===== src/rtl/mult_shift_add_datapath_pkg.sv =====
// Shared definitions for the shift-add multiplier datapath and its controller.
// Keeping MULT_WIDTH here lets the controller's iteration count track WIDTH.
package mult_pkg;

    localparam int MULT_WIDTH = 8;

    // Resolved controller strobe, highest priority first: LOAD > ADD > SHIFT.
    typedef enum logic [1:0] {
        NONE  = 2'd0,
        LOAD  = 2'd1,
        ADD   = 2'd2,
        SHIFT = 2'd3
    } strobe_e;

    function automatic strobe_e decode_strobe(input logic load_s, input logic add_s,
                                              input logic shift_s);
        if (load_s)       return LOAD;
        else if (add_s)   return ADD;
        else if (shift_s) return SHIFT;
        else              return NONE;
    endfunction

endpackage


===== src/rtl/mult_shift_add_datapath_if.sv =====
// Operand handshake bundle: producer (master) offers an op_a/op_b pair,
// the datapath (slave) accepts it when op_valid && op_ready.
interface mult_shift_add_datapath_if
    import mult_pkg::*;
#(
    parameter int WIDTH = MULT_WIDTH
);
    logic             op_valid;
    logic             op_ready;
    logic [WIDTH-1:0] op_a;
    logic [WIDTH-1:0] op_b;

    modport master (output op_valid, output op_a, output op_b, input op_ready);
    modport slave  (input op_valid, input op_a, input op_b, output op_ready);
endinterface


===== src/rtl/mult_shift_add_datapath_stage.sv =====
// One-entry operand staging buffer. A pair is held until the datapath
// consumes it with a load; a transfer in the same cycle as the consume
// refills the buffer so staged stays set.
module mult_operand_stage #(
    parameter int WIDTH = 8
) (
    input  logic             clk,
    input  logic             rst_n,
    input  logic             valid_i,
    input  logic [WIDTH-1:0] a_i,
    input  logic [WIDTH-1:0] b_i,
    output logic             ready_o,
    input  logic             consume_i,
    output logic             staged_o,
    output logic [WIDTH-1:0] stage_a_o,
    output logic [WIDTH-1:0] stage_b_o
);
    logic             staged_q, staged_d;
    logic [WIDTH-1:0] stage_a_q, stage_a_d;
    logic [WIDTH-1:0] stage_b_q, stage_b_d;
    logic             xfer;

    assign ready_o   = !staged_q;
    assign xfer      = valid_i && !staged_q;
    assign staged_o  = staged_q;
    assign stage_a_o = stage_a_q;
    assign stage_b_o = stage_b_q;

    // Capture on transfer; a consume empties the buffer unless refilled this cycle.
    always_comb begin
        staged_d  = staged_q;
        stage_a_d = stage_a_q;
        stage_b_d = stage_b_q;
        if (xfer) begin
            staged_d  = 1'b1;
            stage_a_d = a_i;
            stage_b_d = b_i;
        end else if (consume_i) begin
            staged_d = 1'b0;
        end
    end

    // Buffer registers.
    always_ff @(posedge clk or negedge rst_n) begin
        if (!rst_n) begin
            staged_q  <= 1'b0;
            stage_a_q <= '0;
            stage_b_q <= '0;
        end else begin
            staged_q  <= staged_d;
            stage_a_q <= stage_a_d;
            stage_b_q <= stage_b_d;
        end
    end

endmodule


===== src/rtl/mult_shift_add_datapath.sv =====
// Shift-add multiplier datapath: A/C/Q/M registers driven by controller
// strobes (load, add, shift), with a staged operand front end and a
// {A,Q} product back end.
// Optional build macro MULT_DP_HI_NZ_EN adds prod_hi_nz_o, flagging a
// completed product whose upper half is non-zero.
module mult_shift_add_datapath
    import mult_pkg::*;
#(
    parameter int WIDTH = MULT_WIDTH,
    parameter int CNT_W = 4
) (
    input  logic                       clk,
    input  logic                       rst_n,
    mult_shift_add_datapath_if.slave   op_if,
    input  logic                       load_registers_i,
    input  logic                       add_i,
    input  logic                       shift_i,
    output logic                       q0_o,
    output logic [2*WIDTH-1:0]         product_o,
    output logic                       prod_valid_o,
    output logic                       err_proto_o
`ifdef MULT_DP_HI_NZ_EN
    ,
    output logic                       prod_hi_nz_o
`endif
);
    localparam logic [CNT_W-1:0] CNT_LAST = CNT_W'(WIDTH - 1);

    logic [WIDTH-1:0] a_q, a_d;
    logic             c_q, c_d;
    logic [WIDTH-1:0] q_q, q_d;
    logic [WIDTH-1:0] m_q, m_d;
    logic [CNT_W-1:0] cnt_q, cnt_d;
    logic             pv_q, pv_d;
    logic             err_q, err_d;

    logic             staged;
    logic [WIDTH-1:0] stage_a, stage_b;
    strobe_e          stb;
    logic             multi_stb;
    logic             late_stb;

    assign stb       = decode_strobe(load_registers_i, add_i, shift_i);
    assign multi_stb = (load_registers_i && add_i) || (load_registers_i && shift_i) ||
                       (add_i && shift_i);
    // Arithmetic strobes after completion would corrupt a held product.
    assign late_stb  = pv_q && ((stb == ADD) || (stb == SHIFT));

    mult_operand_stage #(.WIDTH(WIDTH)) u_stage (
        .clk       (clk),
        .rst_n     (rst_n),
        .valid_i   (op_if.op_valid),
        .a_i       (op_if.op_a),
        .b_i       (op_if.op_b),
        .ready_o   (op_if.op_ready),
        .consume_i (stb == LOAD),
        .staged_o  (staged),
        .stage_a_o (stage_a),
        .stage_b_o (stage_b)
    );

    // Execute the winning strobe; record any protocol violation.
    always_comb begin
        a_d   = a_q;
        c_d   = c_q;
        q_d   = q_q;
        m_d   = m_q;
        cnt_d = cnt_q;
        pv_d  = pv_q;
        err_d = err_q || multi_stb || late_stb;
        case (stb)
            LOAD: begin
                a_d   = '0;
                c_d   = 1'b0;
                q_d   = staged ? stage_b : '0;
                m_d   = staged ? stage_a : '0;
                cnt_d = '0;
                pv_d  = 1'b0;
                if (!staged) err_d = 1'b1;
            end
            ADD: begin
                if (!pv_q) {c_d, a_d} = {1'b0, a_q} + {1'b0, m_q};
            end
            SHIFT: begin
                if (!pv_q) begin
                    {c_d, a_d, q_d} = {1'b0, c_q, a_q, q_q[WIDTH-1:1]};
                    cnt_d = cnt_q + CNT_W'(1);
                    if (cnt_q == CNT_LAST) pv_d = 1'b1;
                end
            end
            default: ;
        endcase
    end

    // Datapath registers.
    always_ff @(posedge clk or negedge rst_n) begin
        if (!rst_n) begin
            a_q   <= '0;
            c_q   <= 1'b0;
            q_q   <= '0;
            m_q   <= '0;
            cnt_q <= '0;
            pv_q  <= 1'b0;
            err_q <= 1'b0;
        end else begin
            a_q   <= a_d;
            c_q   <= c_d;
            q_q   <= q_d;
            m_q   <= m_d;
            cnt_q <= cnt_d;
            pv_q  <= pv_d;
            err_q <= err_d;
        end
    end

    assign q0_o         = q_q[0];
    assign product_o    = {a_q, q_q};
    assign prod_valid_o = pv_q;
    assign err_proto_o  = err_q;

`ifdef MULT_DP_HI_NZ_EN
    assign prod_hi_nz_o = pv_q && (a_q != '0);
`endif

endmodule


===== src/flat_wrapper.sv =====
// flat-port wrapper written by rule: the top's interface ports become plain ports
module mult_shift_add_datapath_flat import mult_pkg::*;
#(
    parameter int WIDTH = MULT_WIDTH,
    parameter int CNT_W = 4
)
  (clk, rst_n, load_registers_i, add_i, shift_i, q0_o, product_o, prod_valid_o, err_proto_o, op_if_op_valid, op_if_op_a, op_if_op_b, op_if_op_ready);
  mult_shift_add_datapath_if #(.WIDTH(WIDTH)) op_if_i ();
  input  logic clk;
  input  logic rst_n;
  input  logic load_registers_i;
  input  logic add_i;
  input  logic shift_i;
  output logic q0_o;
  output logic [2*WIDTH-1:0] product_o;
  output logic prod_valid_o;
  output logic err_proto_o;
  input wire logic [$bits(op_if_i.op_valid)-1:0] op_if_op_valid;
  input wire logic [$bits(op_if_i.op_a)-1:0] op_if_op_a;
  input wire logic [$bits(op_if_i.op_b)-1:0] op_if_op_b;
  output wire logic [$bits(op_if_i.op_ready)-1:0] op_if_op_ready;
  assign op_if_i.op_valid = op_if_op_valid;
  assign op_if_i.op_a = op_if_op_a;
  assign op_if_i.op_b = op_if_op_b;
  assign op_if_op_ready = op_if_i.op_ready;
  mult_shift_add_datapath #(.WIDTH(WIDTH), .CNT_W(CNT_W)) u_core (.clk(clk), .rst_n(rst_n), .op_if(op_if_i), .load_registers_i(load_registers_i), .add_i(add_i), .shift_i(shift_i), .q0_o(q0_o), .product_o(product_o), .prod_valid_o(prod_valid_o), .err_proto_o(err_proto_o));
endmodule

===== config.mk =====
export PLATFORM = sky130hd
export DESIGN_NAME = mult_shift_add_datapath_flat
export DESIGN_NICKNAME = d
export VERILOG_FILES = /design/src/rtl/mult_shift_add_datapath_pkg.sv /design/src/rtl/mult_shift_add_datapath_if.sv /design/src/rtl/mult_shift_add_datapath_stage.sv /design/src/rtl/mult_shift_add_datapath.sv /design/src/flat_wrapper.sv
export SDC_FILE = /design/constraint.sdc
export NUM_CORES = 1
export LEC_CHECK = 0
export CAP_MARGIN = 20
export CORE_MARGIN = 5
export CORE_UTILIZATION = 54
export CTS_BUF_LIST = sky130_fd_sc_hd__clkbuf_4 sky130_fd_sc_hd__clkbuf_8
export DETAILED_ROUTE_END_ITERATION = 10
export PLACE_DENSITY = 0.92
export SLEW_MARGIN = 20
export SYNTH_ARGS = -nofsm -noshare
export SYNTH_HDL_FRONTEND = slang
export SYNTH_SLANG_ARGS = --single-unit

===== constraint.sdc =====
create_clock -name clk -period 1.8 [get_ports clk]
set_input_delay 0.54 -clock clk [delete_from_list [all_inputs] [get_ports clk]]
set_output_delay 0.54 -clock clk [all_outputs]
set_load 0.005 [all_outputs]

==> results.md <==
* Status: complete, but fails checks
* Failing checks: setup timing
* Nets at 341
* Post-DR vias/cell at 6.07
* Num ports at 42
* DR vias at 2196
* Global-route wire length before repair at 10.4 mm
* Commonest cells in the netlist: dfrtp_1, a21oi_1, mux2_2, nor2_1, nand2_1
* Clock root cell: clkbuf_8
* CTS tree: yes
* Grt met2 use at 38.4%
* Crit path from: u_core.a_q[0]
* Combinational share of power at 32.1%
* Fin cells at 362
* Antenna violations before repair at 0
* VDD IR-drop max at 0.793 mV
* Startpoint Class: flop
* Antenna viol nets, final at 0
* Post-route DRC at 0
* Most frequent cell after synthesis: dfrtp_1
* Syn Nets at 248
* Seq cells post-synth at 48
* RSZ-0062 raised after global routing: true
* Syn Area/Cell at 11.1 um^2
* Final max-slew violation count at 0
* Top-area cell type share of the netlist area at 50.2%
* RePlAce Congestion at 0.877
* Min Tclk post-route at 1.81 ns
* Wire length per cell at 18.8 um
* Clk_lat worst skew at 0.31 ns
* Initial core utilization at 55.4%
* Hold slack at 0.195 ns
* First-pass DRT Iterations at 5
* Switching power at 0.930 mW
* Post-synthesis cell count at 216
* Largest area contributor in the netlist: dfrtp_1
* Worst Path Max Fanout at 4
* Hpwl dp at 4.68 mm
* PwrDens at 927 nW/um^2
* Reg clk slew, reported paths at 0.09 ns
* GRT met1 Usage at 25.7%
* Share of post-route cells with drive strength above 1 at 33.9%
* CP arrival at 1.27 ns
* Grt met3 use at 5.32%
* Inst Count DP at 336
* Drt total wl at 6.82 mm
* Prevailing post-synth register cell: dfrtp_1
* Synth Warn # at 0
* Final setup violation count at 2
* Total track usage at 22.5%
* Ant diodes at 0
* Fraction of registers with async set/reset at 100%
* Core Rows at 24
* Slack of the critical path at -0.00943 ns
* Die W at 76.6 um
* Worst path required time at 1.26 ns
* Setup slack at placement at -0.269 ns
* Die height at 76.6 um
* Worst slew pin tran at 0.360 ns
* Worst hold path class: primary input to async pin
* Worst setup EP type: primary output
* DRT iter0 DRCs at 278
* H-Tree Depth at 2
* Synth unique cells at 43
* Sw frac at 29.1%
* CTS max path bufs at 2
* Vias in the first global route at 2203
* Hold Violations, Final at 0
* Setup TNS at -0.0113 ns
* Final Cycle Share at 101%
* Grt peak-use layer: met2
* Clock network power share at 24.5%
* Reg2reg start: u_core.a_q[2]
* Seq pwr share at 43.4%
* Area of the core at 4320 um^2
* Cts bufs inserted at 5
* Largest net degree at the start of global routing at 49
* Maximum clock frequency at 0.553 GHz
* Synth top area cells: dfrtp_1, mux2_2, a21oi_1, ha_1, a221oi_1
* TritonCTS Sinks at 48
* Max Cap Viol at 0
* Worst R2R Setup Slack at 0 ns
* Post-synthesis cell area at 2390 um^2
* Setup clock skew after layout at 0.00716 ns
* Area Growth Syn to Fin at 43.7%
* Die area at 5870 um^2
* Rel. slew slack at 75.9%
* Buffers on Ports at 41
* Grt total ovfl at 0
* Number of synthesized flops with an enable pin at 0
* Leak at 1.60 nW
* Post-CTS Hold Buffers at 0
* Crit Path Class: flop to primary output
* Sequential-to-total area share from yosys stat at 50.2%
* Internal at 2.26 mW
==> kinds of logic (layout without fill, tap and decap cells) <==
kind of cell             Yosys count  after routing  synth area share [%]
adder cells (fa/ha/maj)           11             11                  5.96
flip-flops                        48             48                  50.2
AO/OA/AOI/OAI                     70             70                  20.0
XOR/XNOR                           9              9                  3.29
AND/OR/NAND/NOR                   44             44                  9.20
buffers and inverters             18            112                  3.92
multiplexers                      16             16                  7.52
==> sequential cells by signal (all words and copies together), names as in the netlist <==
name / flops
u_core.u_stage.staged_o: 1
u_core.m_q: 8
u_core.cnt_q: 4
u_core.q_q: 8
u_core.prod_valid_o: 1
u_core.u_stage.stage_b_o: 8
u_core.err_proto_o: 1
u_core.c_q: 1
u_core.u_stage.stage_a_o: 8
u_core.a_q: 8
==> area by class of cell <==
cell class                      instances  area (um^2)
Clock buffer                            6         76.3
Clock inverter                          2         35.0
Fill cell                             253          882
Inverter                                7         26.3
Multi-Input combinational cell        150         1200
Sequential cell                        48         1200
Tap cell                               52         65.1
Timing Repair Buffer                   97          838
==> path summary, 6_finish.rpt <==
check | endpoint | depth (start not counted)
worst min register to register | u_core.err_proto_o | 1
worst max register to register | u_core.a_q[3] | 7
worst max-delay path | product_o[8] | 3
min in group clk | u_core.err_proto_o | 1
worst min-delay path | u_core.prod_valid_o | 2
max in group asynchronous | u_core.a_q[4] | 2
==> per-stage QoR <==
stage	util, %	area [um^2]	power [mW]
floorplan	-	2390	1.81
global placement	71.6	3100	2.18
detailed placement	71.6	3100	2.24
CTS	75.6	3270	3.05
global route	79.6	3440	3.35
finish	79.6	3440	3.19
==> power by group through the flow <==
stage / sequential [mW] / combinational [mW] / clock [mW]
2_1_floorplan: 1.38 / 0.437 / 0
3_3_place_gp: 1.40 / 0.783 / 0
3_5_place_dp: 1.41 / 0.831 / 0
4_1_cts: 1.39 / 0.868 / 0.795
5_1_grt: 1.40 / 1.10 / 0.840
6_report: 1.38 / 1.02 / 0.781
==> worst max-delay path: stages, from the launching register on <==
cell and delay (ns):
dfrtp_1 0.42, buf_4 0.16, buf_6 0.12, dlygate4sd2_1 0.26
==> layout by cell type (no fill, tap or decap), types with 2 or more instances in the layout <==
master	netlist	routed
a22oi_1	2	2
nor2_2	2	3
clkdlybuf4s50_1	0	34
xnor2_1	5	4
nor2b_1	5	4
a22o_1	6	6
nor2_1	14	13
o21ai_0	8	5
buf_4	2	54
clkbuf_8	0	5
o221a_2	2	2
dlygate4sd2_1	0	5
xor2_1	4	4
a211oi_1	5	2
mux2_2	16	16
dfrtp_1	48	46
dfrtp_2	0	2
inv_1	6	5
nand2_1	10	9
o21ai_1	0	3
a221oi_1	7	7
o2bb2ai_1	3	3
ha_4	0	3
nand2b_1	5	4
a21oi_1	26	26
a21o_1	4	4
a211oi_2	0	3
ha_1	9	5
==> routing by layer <==
layer | part of all wire (%) | vias to the layer above
met5 | 0 | -
met4 | 3.8 | 0
met3 | 8.0 | 28
met2 | 52 | 130
met1 | 37 | 1062
li1 | - | 976
==> timing repair <==
item / 4_1_cts / 5_1_grt
endpoints found under the setup margin: 11 / 23
resized for setup: 13 / 19
setup buffers: 5 / 13
pin swaps: 3 / 10
(Power assumes the default switching activity.)
